==> src/rtl/register_file_2r1w_pkg.sv <==
// ============================================================================
//  Module      : register_file_2r1w_pkg
//  Description : Shared sizing helpers and the byte-merge primitive used by
//                the register file write path and both read-port bypasses.
//  Contents    : rf_be_w()       - byte lanes in a word of a given width
//                rf_depth()      - entries for a given address width
//                rf_merge_byte() - select new or old byte under one enable
//  Revision    : 1.0 - initial release
// ============================================================================
`default_nettype none

package register_file_2r1w_pkg;

   localparam int RF_BYTE_W = 8;

   // Byte lanes per word; DATA_W is checked to be a whole number of bytes
   // at elaboration of the top.
   function automatic int rf_be_w(input int data_w);
      return data_w / RF_BYTE_W;
   endfunction

   function automatic int rf_depth(input int addr_w);
      return 1 << addr_w;
   endfunction

   // One lane of the old/new merge. Words are merged by applying this lane by
   // lane, so the write path and the bypass paths cannot disagree.
   function automatic logic [RF_BYTE_W-1:0] rf_merge_byte(
      input logic [RF_BYTE_W-1:0] old_byte,
      input logic [RF_BYTE_W-1:0] new_byte,
      input logic                 en
   );
      return en ? new_byte : old_byte;
   endfunction

endpackage

`default_nettype wire

==> src/rtl/register_file_2r1w_read_port.sv <==
// ============================================================================
//  Module      : register_file_2r1w_read_port
//  Description : One registered read port: write-first bypass against the
//                write port, clear-first and zero-register gating, and the
//                output data/valid register.
//  Ports       : clk, reset_n        - clock, async active-low reset
//                clear               - same-edge clear (read returns 0)
//                rd_en, read_addr    - read request
//                rd_word             - stored word at read_addr
//                we, write_addr,
//                byte_en, data_in    - write port, observed for bypass
//                data_out, valid     - registered read result
//  Revision    : 1.0 - initial release
// ============================================================================
`default_nettype none

module register_file_2r1w_read_port
   import register_file_2r1w_pkg::*;
#(
   parameter int DATA_W   = 16,
   parameter int ADDR_W   = 3,
   parameter int ZERO_REG = 0
) (
   input  logic                clk,
   input  logic                reset_n,
   input  logic                clear,
   input  logic                rd_en,
   input  logic [ADDR_W-1:0]   read_addr,
   input  logic [DATA_W-1:0]   rd_word,
   input  logic                we,
   input  logic [ADDR_W-1:0]   write_addr,
   input  logic [DATA_W/8-1:0] byte_en,
   input  logic [DATA_W-1:0]   data_in,
   output logic [DATA_W-1:0]   data_out,
   output logic                valid
);

   localparam int BE_W = rf_be_w(DATA_W);

   logic              w_hit;
   logic              w_zero;
   logic [DATA_W-1:0] w_merged;
   logic [DATA_W-1:0] w_next;

   always_comb begin
      w_hit    = we && (write_addr == read_addr);
      w_merged = rd_word;
      for (int i = 0; i < BE_W; i++) begin
         w_merged[8*i +: 8] = rf_merge_byte(rd_word[8*i +: 8], data_in[8*i +: 8],
                                            w_hit && byte_en[i]);
      end
      // Clear wins over everything on the same edge; register 0 is gated even
      // under bypass so a discarded write never leaks through this port.
      w_zero = clear || ((ZERO_REG != 0) && (read_addr == '0));
      w_next = w_zero ? '0 : w_merged;
   end

   always_ff @(posedge clk or negedge reset_n) begin
      if (!reset_n) begin
         data_out <= '0;
         valid    <= 1'b0;
      end else begin
         valid <= rd_en;
         if (rd_en) begin
            data_out <= w_next;
         end
      end
   end

endmodule

`default_nettype wire

==> src/rtl/register_file_2r1w.sv <==
// ============================================================================
//  Module      : register_file_2r1w
//  Description : 2**ADDR_W x DATA_W register file, one byte-masked write port
//                and two independent registered read ports with write-first
//                bypass, synchronous bulk clear and optional zero register.
//  Ports       : clk, reset_n                  - clock, async active-low reset
//                clear                         - zero all registers
//                we, write_addr, byte_en,
//                data_in                       - write port
//                rd_en_a, read_addr_a,
//                data_out_a, valid_a           - read port A
//                rd_en_b, read_addr_b,
//                data_out_b, valid_b           - read port B
//  Revision    : 1.0 - initial release
// ============================================================================
`default_nettype none

module register_file_2r1w
   import register_file_2r1w_pkg::*;
#(
   parameter int DATA_W   = 16,
   parameter int ADDR_W   = 3,
   parameter int ZERO_REG = 0
) (
   input  logic                clk,
   input  logic                reset_n,
   input  logic                clear,
   input  logic                we,
   input  logic [ADDR_W-1:0]   write_addr,
   input  logic [DATA_W/8-1:0] byte_en,
   input  logic [DATA_W-1:0]   data_in,
   input  logic                rd_en_a,
   input  logic [ADDR_W-1:0]   read_addr_a,
   output logic [DATA_W-1:0]   data_out_a,
   output logic                valid_a,
   input  logic                rd_en_b,
   input  logic [ADDR_W-1:0]   read_addr_b,
   output logic [DATA_W-1:0]   data_out_b,
   output logic                valid_b
);

   localparam int BE_W  = rf_be_w(DATA_W);
   localparam int DEPTH = rf_depth(ADDR_W);

   generate
      if ((DATA_W % 8) != 0) begin : g_data_w_check
         $error("register_file_2r1w: DATA_W must be a multiple of 8");
      end
   endgenerate

   logic [DATA_W-1:0] r_mem [DEPTH];
   logic [DATA_W-1:0] w_wr_word;
   logic              w_wr_en;

   always_comb begin
      w_wr_word = r_mem[write_addr];
      for (int i = 0; i < BE_W; i++) begin
         w_wr_word[8*i +: 8] = rf_merge_byte(r_mem[write_addr][8*i +: 8],
                                             data_in[8*i +: 8], byte_en[i]);
      end
      // An all-zero mask or a write to the hardwired zero register changes
      // nothing, so the storage enable is simply suppressed.
      w_wr_en = we && (byte_en != '0) &&
                !((ZERO_REG != 0) && (write_addr == '0));
   end

   always_ff @(posedge clk or negedge reset_n) begin
      if (!reset_n) begin
         for (int i = 0; i < DEPTH; i++) begin
            r_mem[i] <= '0;
         end
      end else if (clear) begin
         for (int i = 0; i < DEPTH; i++) begin
            r_mem[i] <= '0;
         end
      end else if (w_wr_en) begin
         r_mem[write_addr] <= w_wr_word;
      end
   end

   register_file_2r1w_read_port #(
      .DATA_W   (DATA_W),
      .ADDR_W   (ADDR_W),
      .ZERO_REG (ZERO_REG)
   ) u_port_a (
      .clk        (clk),
      .reset_n    (reset_n),
      .clear      (clear),
      .rd_en      (rd_en_a),
      .read_addr  (read_addr_a),
      .rd_word    (r_mem[read_addr_a]),
      .we         (we),
      .write_addr (write_addr),
      .byte_en    (byte_en),
      .data_in    (data_in),
      .data_out   (data_out_a),
      .valid      (valid_a)
   );

   register_file_2r1w_read_port #(
      .DATA_W   (DATA_W),
      .ADDR_W   (ADDR_W),
      .ZERO_REG (ZERO_REG)
   ) u_port_b (
      .clk        (clk),
      .reset_n    (reset_n),
      .clear      (clear),
      .rd_en      (rd_en_b),
      .read_addr  (read_addr_b),
      .rd_word    (r_mem[read_addr_b]),
      .we         (we),
      .write_addr (write_addr),
      .byte_en    (byte_en),
      .data_in    (data_in),
      .data_out   (data_out_b),
      .valid      (valid_b)
   );

endmodule

`default_nettype wire
==> config.mk <==
export PLATFORM = sky130hd
export DESIGN_NAME = register_file_2r1w
export DESIGN_NICKNAME = d
export VERILOG_FILES = /design/src/rtl/register_file_2r1w_pkg.sv /design/src/rtl/register_file_2r1w_read_port.sv /design/src/rtl/register_file_2r1w.sv
export SDC_FILE = /design/constraint.sdc
export NUM_CORES = 1
export LEC_CHECK = 0
export ABC_AREA = 1
export BUFFER_PORTS_ARGS = -buffer_cell sky130_fd_sc_hd__buf_2
export CAP_MARGIN = 25
export CORE_MARGIN = 1.5
export CORE_UTILIZATION = 35
export CTS_CLUSTER_DIAMETER = 60
export DETAILED_ROUTE_END_ITERATION = 8
export SYNTH_ARGS = -nofsm -noshare
export SYNTH_HDL_FRONTEND = slang
export SYNTH_HIERARCHICAL = 1
export SYNTH_SLANG_ARGS = --single-unit
==> constraint.sdc <==
create_clock -name clk -period 1.89 [get_ports clk]
set_input_delay 0.189 -clock clk [delete_from_list [all_inputs] [get_ports clk]]
set_output_delay 0.189 -clock clk [all_outputs]
set_load 0.02 [all_outputs]
==> out/results.ini, run 1 <==
[place]
dp.cells = 2188
place_congestion = 0.8921
dpl.hpwl_um = 28220
numPortBuffers = 66
placed_area_um2 = 12190
place_ws_ns = 0.04351

[clock_network]
cts_buffers = 17
clock-sinks = 162
worstSkewPairLatency_ns = 0.45
cts-root-buf = clkbuf_16
tritoncts = built
clk_pin_slew_ns = 0.07
cts-resized-gates = 0
clockBufferDepth = 2
htree_num_levels = 4

[timing]
rsz0062_at_grt = false
report.final.slew_viol_count = 0
worst_slew_margin_rel = 0.5295
layout_setup_ws_ns = 0.4933
final.min_clock_period_ns = 1.397
worst_slew_pin_slew_ns = 0.7057
post-route-period-util = 0.7390
setup_viol = 0
whs_ns = 0.1283
skew_ns = 0.01177
hold_viol = 0
fmax_mhz = 716.0
fin_setup_tns_ns = 0

[synthesis]
synthTopCellsByCount = 732 x nand2_1, 183 x nand3_1, 162 x dfrtp_1
synth_compound_area_frac = 0.1242
synthSimpleGateAreaFrac = 0.4156
synth_area_um2 = 11120
yosysWarnings = 6
yosysUniqueCellTypes = 28
yosysTopAreaCell = dfrtp_1
syn_avg_cell_area_um2 = 6.330
synth_top_family_by_area = simple AND/OR/NAND/NOR gates
synth_top_area_share = 0.3647
synthArstFlopShare = 1.000
synth_edf_count = 0
yosys.area_share.xor_xnor = 0
synth_area_leaders = dfrtp_1 36%, nand2_1 25%, nand3_1 8.2%
yosysMostFrequentCell = nand2_1
synthCells = 1756
synthesis.nets = 1789
synth_ff_type = dfrtp_1
synth-adder-area-share = 0
ys_seq_area_frac = 0.3647
synth_seq_cells = 162
synth_mux_area_frac = 0

[hold_path]
min_from = data_in[6]
holdPathStages = 5
min_to = u_port_b/data_out[6]
worstHoldPathType = input port to flop

[power]
power_mw = 8.693
p_comb_frac = 0.189
p_leak_nw = 6.889
switching_power_mw = 2.890
power_density_nw_per_um2 = 679.7
p_int_mw = 5.803
p_sw_frac = 0.3325
pwr-share-seq = 0.418
peakVddDrop_uv = 563.3
pwr-share-clk = 0.394

[setup_path]
critPathMaxFanout = 8
ff2ff_setup_slack_ns = 0.49
timing.rr.start = r_mem[14]
start_kind = flop
timing.rr.end = r_mem[110]
worstPathArrival_ns = 1.73
required_ns = 2.22
path_class = flop to flop
end_kind = flop
worstRegToRegCells = 8

[global_routing]
grt_pass1_vias = 11390
grt_pass1_wl_um = 65030
antenna_found_initial = 0
gr-usage-all-layers = 0.2555
grt_max_degree = 55
grt.overflow.total = 0

[finish]
finalNonFillerCells = 2224
fin_area_um2 = 12790
syn_to_final_growth_pct = 15.05
final_nets = 1842
fill_cells = 3324
multi_input_area_um2 = 6000
antenna_cells = 0
final_util = 0.4074
regArea_um2 = 4054
layout-drive-gt1-share = 0.1356

[die]
start_util = 0.3541
io_pins = 67
die-area_um2 = 32840
die_width_um = 181.2
num_rows = 65
chipHeight_um = 181.2
core-area_um2 = 31390

[route]
ant_nets = 0
wl_per_cell_um = 18.62
drc = 0
vias = 12170
wirelength_um = 41410
drtIter0Drc = 1462
via_per_inst = 5.472
first_pass_iters = 7

[outcome]
status = completed

[flow_run]
cap_violations = 0

## worst max-delay path by stage
stage	start	slack [ns]	to
finish	r_mem[14]	0.49	r_mem[110]
global route	r_mem[60]	0.34	r_mem[108]
CTS	r_mem[28]	0.51	r_mem[124]
detailed placement	byte_en[0]	0.04	r_mem[121]
global placement	byte_en[0]	0.11	r_mem[120]
floorplan	read_addr_b[0]	0.53	u_port_b/data_out[14]
## worst max-delay path, cell delays in order, from the launching register on
cell and delay, ns:
dfrtp_1 0.42, nand2_1 0.10, nand2_1 0.06, nand2_1 0.05, nand2_1 0.05, nand2_1 0.05, nand3_1 0.30, nand3_1 0.19
nand2_1 0.07
## area by class of cell
type / instances / area share
multi-input combinational: 1352 / 0.4691
sequential: 162 / 0.3170
timing repair buffer: 155 / 0.09539
tap: 402 / 0.03933
inverter: 121 / 0.03552
clock buffer: 18 / 0.03434
clock inverter: 14 / 0.009295
## cell usage in the layout, fill, tap and decap left out, drive strengths merged
cell type and n:
nand2 736, nand3 191, o21ai 188, dfrtp 162
buf 152, inv 128, nor2 95, a21oi 74
nand4 43, clkbuf 18, or2 16, clkinv 6
nor3 4, dlygate4sd3 3, o21a 3, o211ai 2
clkinvlp 1
## kinds of logic (layout without fill, tap and decap cells)
group / count (synthesis) / after routing
flip-flops: 162 / 162
buffers and inverters: 242 / 308
AO/OA/AOI/OAI: 267 / 267
AND/OR/NAND/NOR: 1085 / 1085
## what timing repair did
| action | 4_1_cts | 5_1_grt |
|---|---|---|
| hold buffers | 3 | 0 |
| setup buffers | 0 | 0 |
| hold endpoints to repair | 44 | 0 |
## layer usage
layer / global-route usage / share of wire / wire length (um)
met5: 0 / 0 / 0
met4: 0.1083 / 0.033 / 1358
met1: 0.3468 / 0.42 / 17600
met3: 0.04535 / 0.099 / 4100
met2: 0.3997 / 0.44 / 18350
## sequential cells by signal (all words and copies together) (netlist names)
| signal | count |
|---|---|
| r_mem | 128 |
| u_port_a/data_out | 16 |
| u_port_b/data_out | 16 |
| u_port_a/valid | 1 |
| u_port_b/valid | 1 |
## power groups by stage
stage / sequential, mW / combinational (mW) / clock (mW)
floorplan: 3.75 / 0.861 / 0
finish: 3.63 / 1.64 / 3.42
global placement: 3.69 / 1.59 / 0
detailed placement: 3.69 / 1.60 / 0
global route: 3.64 / 1.78 / 3.59
CTS: 3.63 / 1.61 / 3.46
Note: power is estimated with default switching activity, not from simulation.
==> run 2, diff against run 1 <==
Settings changed: ABC_AREA 1 to 0.
Clock period 1.89 ns to 1.3 ns, I/O delays scaled along.
==> run 2 against run 1 <==
Compared with the run above:
- the flow now finishes with violations (negative setup slack)
- register-to-register slack worse by 0.77 ns
- total power increased by 49%
- fmax decreased by 11%
- final cell count shrank 29%
- design area up 13%
- largest cell class unchanged
- count of clock-buffer cells in the layout up 1
- sequential power is 43% higher
- clock power increased by 61%
- die area is 8.3% lower
- via count down 23%
- synthesized cell count fell by 48%
==> out/results.ini, run 2 <==
[route]
wirelength_um = 36430
drtIter0Drc = 712
met2_wirelength_um = 17120
vias = 9399
drc = 0
ant_nets = 0
highest_layer = met4
met3WireLength_um = 3293
first_pass_iters = 5
wl_met1_um = 15020
via_per_inst = 5.915
wl_per_cell_um = 22.93

[finish]
top_register = r_mem
antenna_cells = 0
largest_reg_flops = 128
finalNonFillerCells = 1589
final_cell_mix = 200 x buf_4, 160 x dfrtp_1, 111 x nand2_1
layout-drive-gt1-share = 0.5029
final_common_cell = buf_4
final_util = 0.5030
syn_to_final_growth_pct = 41.81
final_nets = 1225
top_regs = r_mem: 128 flops, u_port_a/data_out: 16 flops, u_port_b/data_out: 16 flops
fill_cells = 2504

[timing]
worst_slew_pin_slew_ns = 0.4474
skew_ns = 0.01314
hold_viol = 0
fin_setup_tns_ns = -22.98
layout_setup_ws_ns = -0.2746
report.final.slew_viol_count = 0
rsz0062_at_grt = true
post-route-period-util = 1.211
worst_slew_margin_rel = 0.7000
setup_viol = 152
fmax_mhz = 635.1
final.min_clock_period_ns = 1.575

[global_routing]
grt.overflow.total = 0
grt_pass1_wl_um = 56640
antenna_found_initial = 1
grt_pass1_vias = 9471
gr-usage-all-layers = 0.2478
grt_max_degree = 74

[synthesis]
synth_area_um2 = 10180
yosysTopAreaCell = dfrtp_1
synthArstFlopShare = 1.000
ys_seq_area_frac = 0.3982
yosysWarnings = 6
synthesis.nets = 954
synth_ff_type = dfrtp_1
synth_seq_cells = 162
yosysUniqueCellTypes = 62
synthTopCellsByCount = 162 x dfrtp_1, 113 x nand2_1, 75 x a21oi_1
synth_area_leaders = dfrtp_1 40%, mux4_2 15%, mux2i_1 5.7%
syn_avg_cell_area_um2 = 11.05
synth_edf_count = 0
synthCells = 921
synth_top_area_share = 0.3982
yosysMostFrequentCell = dfrtp_1

[place]
dp.cells = 1538
numPortBuffers = 66
dpl.hpwl_um = 26030
place_congestion = 0.9142

[setup_path]
worstPathArrival_ns = 1.92
end_kind = flop
path_class = flop to flop
crit_chain = buf_4, nor4bb_1, a311oi_2, o21ai_2, a32o_1
cpMaxStageDelayCell = dfrtp_1
cpPeakStageDelay_ns = 0.44
start_kind = flop
required_ns = 1.64
critPathMaxFanout = 7

[clock_network]
worstSkewPairLatency_ns = 0.45
htree_num_levels = 4
clock-sinks = 162
cts_buffers = 17
tritoncts = built
cts-root-buf = clkbuf_16
clockBufferDepth = 2
clk_pin_slew_ns = 0.07

[die]
start_util = 0.3547
num_rows = 62
chipHeight_um = 173.5
die_width_um = 173.5
die-area_um2 = 30120
io_pins = 67
core-area_um2 = 28700

[outcome]
status = finished, violations left
violations = negative setup slack

[power]
p_int_mw = 9.369
power_mw = 12.99
pwr-share-seq = 0.400
pwr-share-clk = 0.423
power_density_nw_per_um2 = 900.0
p_comb_frac = 0.177
p_sw_frac = 0.2789
switching_power_mw = 3.624
p_leak_nw = 6.258
peakVddDrop_uv = 779.4

[hold_path]
worstHoldPathType = input port to flop

[flow_run]
cap_violations = 0

## run 2: path summary, 6_finish.rpt
kind | cells past startpoint | slack, ns | from | end
max in group asynchronous | 3 | 0.66 | reset_n | r_mem[92]
setup / recovery | 5 | -0.27 | r_mem[86] | r_mem[118]
hold / removal | 3 | 0.02 | data_in[0] | u_port_b/data_out[0]
min in group asynchronous | 3 | 0.23 | reset_n | r_mem[28]
hold reg to reg | 2 | 0.54 | r_mem[40] | r_mem[40]
setup reg to reg | 5 | -0.27 | r_mem[86] | r_mem[118]
## run 2: power by group through the flow
stage / Clock (mW) / Combinational (mW) / Sequential (mW)
final: 5.50 / 2.30 / 5.20
after floorplan: 0 / 1.04 / 5.30
after global routing: 5.76 / 2.42 / 5.21
after CTS: 5.56 / 2.22 / 5.19
after global placement: 0 / 2.08 / 5.28
after detailed placement: 0 / 2.10 / 5.29
## run 2: cell families after synthesis
kind of cell              count (synthesis)  synth area share
DFF                                     162            0.3982
buffers and inverters                    88           0.04167
and+or+nand+nor                         219            0.1160
muxes                                   164            0.2495
xor gates and xnor gates                  6          0.005162
AOI/OAI and AO/OA                       282            0.1894
## run 2: timing repair
item / 4_1_cts / 5_1_grt
setup buffers: 9 / 12
gates resized for setup: 164 / 52
endpoints found under the setup margin: 156 / 157
hold buffers: 2 / 0
hold endpoints to repair: 163 / 0
pin swaps: 67 / 31
## run 2: layout make-up
type / count / area, um^2 / share of cell area
Sequential cell: 162 / 4056 / 0.2810
Multi-Input combinational cell: 671 / 6425 / 0.4451
Timing Repair Buffer: 328 / 2796 / 0.1937
Clock buffer: 19 / 442.9 / 0.03068
Inverter: 12 / 50.05 / 0.003467
Tap cell: 384 / 480.5 / 0.03328
Clock inverter: 13 / 185.2 / 0.01283
## run 2: per-layer routing
layer / track usage / vias to the layer above
li1: - / 4103
met1: 0.3274 / 4774
met2: 0.3939 / 452
met3: 0.06184 / 70
met4: 0.09094 / 0
met5: 0 / -
## run 2: critical path: cells and delay by family, from the launching register on
kind                   cells  cell delay [ns]
AND/OR/NAND/NOR            1             0.14
flip-flops                 1             0.44
buffers and inverters      1             0.15
AO/OA/AOI/OAI              3             0.74
## run 2: through the flow
| step | worst slack, ns | hold WS [ns] | cell area, um^2 |
|---|---|---|---|
| 2_1_floorplan | -0.1644 | -0.1656 | 10400 |
| 3_3_place_gp | -0.4406 | 0.1507 | 12890 |
| 3_5_place_dp | -0.4636 | 0.1497 | 12890 |
| 4_1_cts | -0.2532 | 0.004415 | 14140 |
| 5_1_grt | -0.3167 | 0.02716 | 14440 |
| 6_report | -0.2746 | 0.01802 | 14440 |
==> run 3, diff against run 2 <==
Settings changed: CORE_UTILIZATION 35 to 40, GPL_TIMING_DRIVEN set to 0.
==> run 3 against run 2 <==
Compared with the run above:
- the flow still finishes with violations (negative setup slack)
- design area decreased by 9.4%
- via count fell by 0.80%
- first-iteration DRC count grew 47%
- sequential power hardly changed
- largest cell class unchanged
- largest power group is now sequential cells
==> out/results.ini, run 3 (synthesis gave the netlist of run 2 again) <==
[timing]
hold_viol = 0
worst_slew_pin_slew_ns = 0.8014
post-route-period-util = 1.236
skew_ns = 0.008778
worst_slew_margin_rel = 0.4617
final.min_clock_period_ns = 1.606
fmax_mhz = 622.5
layout_setup_ws_ns = -0.3065
setup_viol = 154
whs_ns = 0.02248
rsz0062_at_grt = true
report.final.slew_viol_count = 0

[die]
die-area_um2 = 26420
chipHeight_um = 162.5
die_width_um = 162.5
io_pins = 67
core-area_um2 = 25110
num_rows = 58
start_util = 0.4054

[global_routing]
grt_max_degree = 86
grt_pass1_wl_um = 59600
grt.overflow.total = 0
gr-usage-all-layers = 0.3125
grt_pass1_vias = 9146
antenna_found_initial = 1

[route]
drc = 0
via_per_inst = 6.636
vias = 9324
ant_nets = 0
first_pass_iters = 5
wl_per_cell_um = 29.01
drtIter0Drc = 1050
wirelength_um = 40760

[finish]
multi_input_area_um2 = 6509
layout-drive-gt1-share = 0.4214
largest_reg_flops = 128
fill_cells = 2212
top_regs = r_mem: 128 flops, u_port_a/data_out: 16 flops, u_port_b/data_out: 16 flops
regArea_um2 = 4054
antenna_cells = 0
final_util = 0.5211
syn_to_final_growth_pct = 28.53
final_nets = 1096
finalNonFillerCells = 1405
final_cell_mix = 162 x dfrtp_1, 109 x nand2_1, 77 x buf_2
final_common_cell = dfrtp_1
top_register = r_mem

[clock_network]
cts-root-buf = clkbuf_16
clock-sinks = 162
clockBufferDepth = 2
tritoncts = built
cts_buffers = 17
htree_num_levels = 4
worstSkewPairLatency_ns = 0.45
clk_pin_slew_ns = 0.07

[setup_path]
end_kind = flop
worstPathArrival_ns = 1.91
critPathMaxFanout = 4
start_kind = flop
required_ns = 1.60
path_class = flop to flop

[place]
dpl.hpwl_um = 26710
numPortBuffers = 66
dp.cells = 1319
place_congestion = 0.9423
place_ws_ns = -1.120

[outcome]
violations = negative setup slack
status = finished, violations left

[power]
power_density_nw_per_um2 = 949.2
power_mw = 12.42
peakVddDrop_uv = 955.6
p_leak_nw = 5.453

[flow_run]
cap_violations = 0

[hold_path]
worstHoldPathType = input port to flop

## run 3: cell types whose count changed in the layout (fill, tap and decap cells not counted), moves of 7 or more
cell | previous run | this run
buf_4 | 200 | 61
buf_12 | 29 | 8
o21ai_2 | 30 | 12
o21ai_1 | 42 | 59
buf_2 | 63 | 77
buf_6 | 33 | 23
clkbuf_2 | 0 | 10
a31oi_4 | 1 | 9
a31oi_2 | 8 | 1
clkbuf_1 | 1 | 8
## run 3: where the power goes
group          switching [mW]  internal [mW]  total [mW]  leakage [nW]
Sequential             0.0766           5.12        5.20          2.25
Combinational            1.43          0.762        2.20          2.95
Clock                    2.38           2.65        5.02         0.259
## run 3: final cells by class
cell class | instances | area share
buffer | 74 | 0.04982
timing repair buffer | 125 | 0.06503
clock buffer | 17 | 0.03251
clock inverter | 14 | 0.009946
inverter | 12 | 0.003825
multi-input combinational | 671 | 0.4975
tap | 330 | 0.03156
sequential | 162 | 0.3098
## run 3: worst max-delay path, cell delays in order (launching register included)
cell	delay, ns
dfrtp_1	0.44
mux4_2	0.49
mux2_4	0.31
a21oi_2	0.14
mux2i_1	0.09
## run 3: worst paths after layout
path	from	end	slack (ns)	depth (start not counted)
setup / recovery	r_mem[123]	u_port_b/data_out[11]	-0.31	4
max in group asynchronous	reset_n	u_port_a/data_out[6]	0.21	3
hold reg to reg	r_mem[91]	r_mem[91]	0.54	1
hold / removal	data_in[6]	u_port_a/data_out[6]	0.02	3
min in group asynchronous	reset_n	r_mem[28]	0.23	2
setup reg to reg	r_mem[123]	u_port_b/data_out[11]	-0.31	4
## run 3: what timing repair did
| item | in CTS | in global routing |
|---|---|---|
| hold endpoints to repair | 79 | 0 |
| setup buffers | 36 | 19 |
| gates resized for setup | 179 | 70 |
| pin swaps | 53 | 40 |
| setup endpoints to repair | 160 | 160 |
| hold buffers | 3 | 0 |
## run 3: per-layer routing
layer,GRT usage,part of all wire,vias to the layer above
li1,-,-,3844
met1,0.3889,0.38,4683
met2,0.4878,0.46,646
met3,0.09346,0.11,151
met4,0.1706,0.055,0
met5,0,0,-
## run 3: metrics by stage
step	instance area, um^2	TNS (ns)
after floorplan	10400	-8.805
after detailed placement	11190	-134.11
final	13080	-24.14
after global placement	11150	-544.57
after CTS	12740	-20.55
after global routing	13080	-29.97
